--- config.mk ---
export PLATFORM = sky130hd
export DESIGN_NAME = vx_branch_arb
export DESIGN_NICKNAME = d
export VERILOG_FILES = /design/src/rtl/vx_branch_arb.sv
export SDC_FILE = /design/constraint.sdc
export NUM_CORES = 1
export LEC_CHECK = 0
export ABC_AREA = 1
export CAP_MARGIN = 5
export CORE_MARGIN = 5
export CORE_UTILIZATION = 35
export DETAILED_ROUTE_END_ITERATION = 12
export MAX_ROUTING_LAYER = met4
export PLACE_DENSITY = 0.74
export SLEW_MARGIN = 15
export SYNTH_ARGS = -nofsm -noshare
export SYNTH_HDL_FRONTEND = slang
export SYNTH_SLANG_ARGS = --single-unit
--- constraint.sdc ---
create_clock -name clk -period 1.6 [get_ports clk]
set_clock_uncertainty 0.05 [all_clocks]
set_input_delay 0.4 -clock clk [delete_from_list [all_inputs] [get_ports clk]]
set_output_delay 0.4 -clock clk [all_outputs]
set_load 0.05 [all_outputs]
--- src/rtl/vx_branch_arb.sv ---
// Round-robin arbiter that funnels resolved branches from NUM_REQS units into one
// registered branch_ctl stream, tracking per-warp outstanding branches.
module vx_branch_arb #(
    parameter  int NUM_REQS  = 2,
    parameter  int NUM_WARPS = 4,
    localparam int NW_BITS   = $clog2(NUM_WARPS),
    localparam int RB        = (NUM_REQS > 1) ? $clog2(NUM_REQS) : 1
) (
    input  logic                        clk,
    input  logic                        reset,
    input  logic [NUM_REQS-1:0]         req_valid,
    input  logic [NUM_REQS*NW_BITS-1:0] req_wid,
    input  logic [NUM_REQS-1:0]         req_taken,
    input  logic [NUM_REQS*32-1:0]      req_dest,
    output logic [NUM_REQS-1:0]         req_ready,
    input  logic                        issue_valid,
    input  logic [NW_BITS-1:0]          issue_wid,
    output logic                        branch_valid,
    output logic [NW_BITS-1:0]          branch_wid,
    output logic                        branch_taken,
    output logic [31:0]                 branch_dest,
    output logic [NUM_WARPS-1:0]        pending_mask,
    output logic                        error
);

    logic [RB-1:0]         ptr_q, ptr_d;
    logic                  grant_vld;
    logic [RB-1:0]         grant_idx;
    logic [NUM_REQS-1:0]   grant_oh;
    logic [NW_BITS-1:0]    g_wid;
    logic                  g_taken;
    logic [31:0]           g_dest;

    logic                  bvalid_q;
    logic [NW_BITS-1:0]    bwid_q;
    logic                  btaken_q;
    logic [31:0]           bdest_q;
    logic [NUM_WARPS-1:0]  pend_q, pend_d;
    logic                  err_q, err_d;
    logic                  viol_issue, viol_grant;

    // Search by distance from ptr so the first valid at or after ptr wins, wrapping.
    always_comb begin
        int p;
        p         = int'(ptr_q);
        grant_vld = 1'b0;
        grant_idx = '0;
        grant_oh  = '0;
        g_wid     = '0;
        g_taken   = 1'b0;
        g_dest    = '0;
        for (int k = 0; k < NUM_REQS; k++) begin
            for (int i = 0; i < NUM_REQS; i++) begin
                if (!grant_vld && req_valid[i] &&
                    (((i >= p) ? (i - p) : (i + NUM_REQS - p)) == k)) begin
                    grant_vld   = 1'b1;
                    grant_idx   = RB'(i);
                    grant_oh[i] = 1'b1;
                    g_wid       = req_wid[i*NW_BITS +: NW_BITS];
                    g_taken     = req_taken[i];
                    g_dest      = req_dest[i*32 +: 32];
                end
            end
        end
    end

    assign req_ready = reset ? '0 : grant_oh;

    always_comb begin
        ptr_d = ptr_q;
        if (grant_vld) begin
            ptr_d = (grant_idx == RB'(NUM_REQS - 1)) ? '0 : grant_idx + RB'(1);
        end
    end

    // A same-cycle issue for the granted warp supersedes the clear.
    always_comb begin
        viol_issue = issue_valid && pend_q[issue_wid] && !(grant_vld && (g_wid == issue_wid));
        viol_grant = grant_vld && !pend_q[g_wid] && !(issue_valid && (issue_wid == g_wid));
        pend_d     = pend_q;
        if (grant_vld) begin
            pend_d[g_wid] = 1'b0;
        end
        if (issue_valid) begin
            pend_d[issue_wid] = 1'b1;
        end
        err_d = err_q | viol_issue | viol_grant;
    end

    // Grant stage -> registered branch_ctl output
    always_ff @(posedge clk or posedge reset) begin
        if (reset) begin
            ptr_q    <= '0;
            bvalid_q <= 1'b0;
            bwid_q   <= '0;
            btaken_q <= 1'b0;
            bdest_q  <= '0;
            pend_q   <= '0;
            err_q    <= 1'b0;
        end else begin
            ptr_q    <= ptr_d;
            bvalid_q <= grant_vld;
            if (grant_vld) begin
                bwid_q   <= g_wid;
                btaken_q <= g_taken;
                bdest_q  <= g_dest;
            end
            pend_q   <= pend_d;
            err_q    <= err_d;
        end
    end

    assign branch_valid = bvalid_q;
    assign branch_wid   = bwid_q;
    assign branch_taken = btaken_q;
    assign branch_dest  = bdest_q;
    assign pending_mask = pend_q;
    assign error        = err_q;

endmodule

==> impl_metrics.yaml <==
outcome:
  status: "completed"
grt:
  grt_pass1_wl_microns: 11600
  antenna_found_initial: 0
  grt-busiest-layer: "met2"
  first_global_vias: 2424
  grt.met2_usage_pct: 34.7
  grtUsageMet3_pct: 4.23
  grtUsageMet1_pct: 23.7
  grt_usage_pct: 20.0
  overflow: 0
  grt_max_degree: 23
synthesis:
  synth.distinct_cells: 19
  syn_inst: 268
  yosysWarnings: 0
  synth-seq-area-share_pct: 49.7
  yosysMostFrequentCell: "nand3_1"
  synth_fp_nets: 345
  synth_edf_count: 0
  synth.top_cell.area_share_pct: 49.7
  synth_ff_type: "dfrtp_1"
  synth_area_leader_cell: "dfrtp_1"
  synthTopCellsByArea: "dfrtp_1, nand3_1, nand2_1, inv_1, buf_4"
  syn-cell-area_sq_um: 2120
  async_flop_share_pct: 100
  ys_top_cells_by_count: "nand3_1, nand2_1, dfrtp_1, inv_1, clkbuf_1"
  syn_area_per_cell_sq_um: 7.89
  synth-seq-cells: 42
timing:
  worst_slack_ps: 4.66
  rsz0062_at_grt: "true"
  timing.hold.ws_ps: 419
  drv_slew: 0
  max_freq_ghz: 0.627
  fin_tns_setup_ps: 0
  final-setup-viol-count: 0
  hold_viol: 0
  worstMarginPinSlew_ps: 266
  fin_crit_ps: 1600
  period_share_pct: 99.7
  max_slew_margin_pct: 82.2
floorplanning:
  die_w_microns: 87.8
  pin_count: 120
  fp.dieH_microns: 87.8
  core_area_sq_um: 5890
  start_util_pct: 35.9
  num_rows: 28
  dieArea_sq_um: 7700
routing:
  first_iter_violations: 99
  drc: 0
  post_drt_wl_per_cell_microns: 15.1
  vias: 2477
  postRouteAntennaNets: 0
  viasPerCell: 5.17
  finalWirelength_microns: 7240
  firstDrtPassIters: 5
setup_path:
  timing.rr.start: "ptr_q"
  crit_arrival_ps: 1150
  endpoint_kind: "output port"
  crit_path_max_fanout: 4
  cp.required_ps: 1150
  criticalPathCategory: "flip-flop to output port"
  crit_start: "ptr_q"
  start_kind: "flip-flop"
clocking:
  clk_latency_ps: 280
  cts_tree: "done"
  htreeDepth: 2
  path_clk_slew_ps: 80
  cts_root_buf: "clkbuf_8"
  clockBufferDepth: 2
  cts_inserted_buffers: 5
  clock_sinks: 42
  hold_buffers: 0
power_and_ir_drop:
  ir_drop_mv: 0.616
  power_mw: 3.95
  power.density_nw_per_um2: 952
  power.leakage_nw: 1.90
place:
  port_buffers: 119
  post_dp_cell_area_sq_um: 3990
  hpwl_microns: 5590
  gp_congestion: 1.00
  place_inst: 467
  dp_worst_setup_slack_ps: -416
final_layout:
  finalInstanceArea_sq_um: 4150
  final_cells: 479
  layout-drive-gt1-share_pct: 22.8
  area_growth_pct: 96.0
  diodes: 0
  postLayoutCoreUtil_pct: 70.5
  final_nets: 480
job:
  drv_cap: 0
min_path:
  hold_class: "primary input to async pin"
## cells by family after synthesis
kind of cell	synth area share [%]
DFF	49.7
buffers and inverters	6.62
and+or+nand+nor	41.2
AOI/OAI and AO/OA	2.48
## flip-flops by register name (all words and copies together), names as in the netlist
signal	count
branch_dest	32
branch_taken	1
branch_valid	1
branch_wid	2
error	1
pending_mask	4
ptr_q	1
## layout by cell type, fill, tap and decap left out, types with 3 or more instances in the layout
| cell type | n |
|---|---|
| nand3_1 | 114 |
| clkdlybuf4s50_1 | 73 |
| nand2_1 | 54 |
| buf_12 | 48 |
| dfrtp_1 | 41 |
| buf_4 | 21 |
| inv_1 | 11 |
| clkbuf_8 | 6 |
| o21ai_0 | 5 |
| nand2_4 | 4 |
| nand4_1 | 4 |
| inv_2 | 3 |
## timing repair
| item | 4_1_cts | 5_1_grt |
|---|---|---|
| pin swaps | 3 | 2 |
| setup buffers | 4 | 0 |
| endpoints found under the setup margin | 3 | 2 |
| gates resized for setup | 16 | 0 |
## worst paths after layout
check / end / slack (ps) / cells after the start
worst max-delay path: req_ready[1] / 5 / 5
worst max register to register: error / 90 / 11
min in group clk: branch_dest[30] / 490 / 2
worst min register to register: branch_dest[30] / 490 / 2
worst min-delay path: ptr_q / 420 / 4
max in group asynchronous: branch_dest[31] / 800 / 4
## power by group
part,internal (mW),switching (mW),leakage (nW)
clock,0.348,0.352,0.0482
combinational,0.926,0.944,1.35
sequential,1.21,0.171,0.499
## routing by layer
| metal | vias up | part of all wire [%] |
|---|---|---|
| met5 | - | 0 |
| met4 | 0 | 1.4 |
| met3 | 11 | 8.6 |
| met2 | 108 | 52 |
| met1 | 1168 | 38 |
| li1 | 1190 | - |
## worst max-delay path, cell delays in order, from the launching register on
cell and delay [ps]:
dfrtp_2 420, inv_2 70, nand2_4 70, nand2_4 60, nor2_4 100, buf_12 140
## final cells by class
class	instances	area (sq um)
Clock buffer	7	86.3
Clock inverter	1	5.00
Fill cell	464	1740
Inverter	14	52.6
Multi-Input combinational cell	194	965
Sequential cell	42	1050
Tap cell	75	93.8
Timing Repair Buffer	146	1890
No activity file was read; power rests on OpenSTA's default activity.
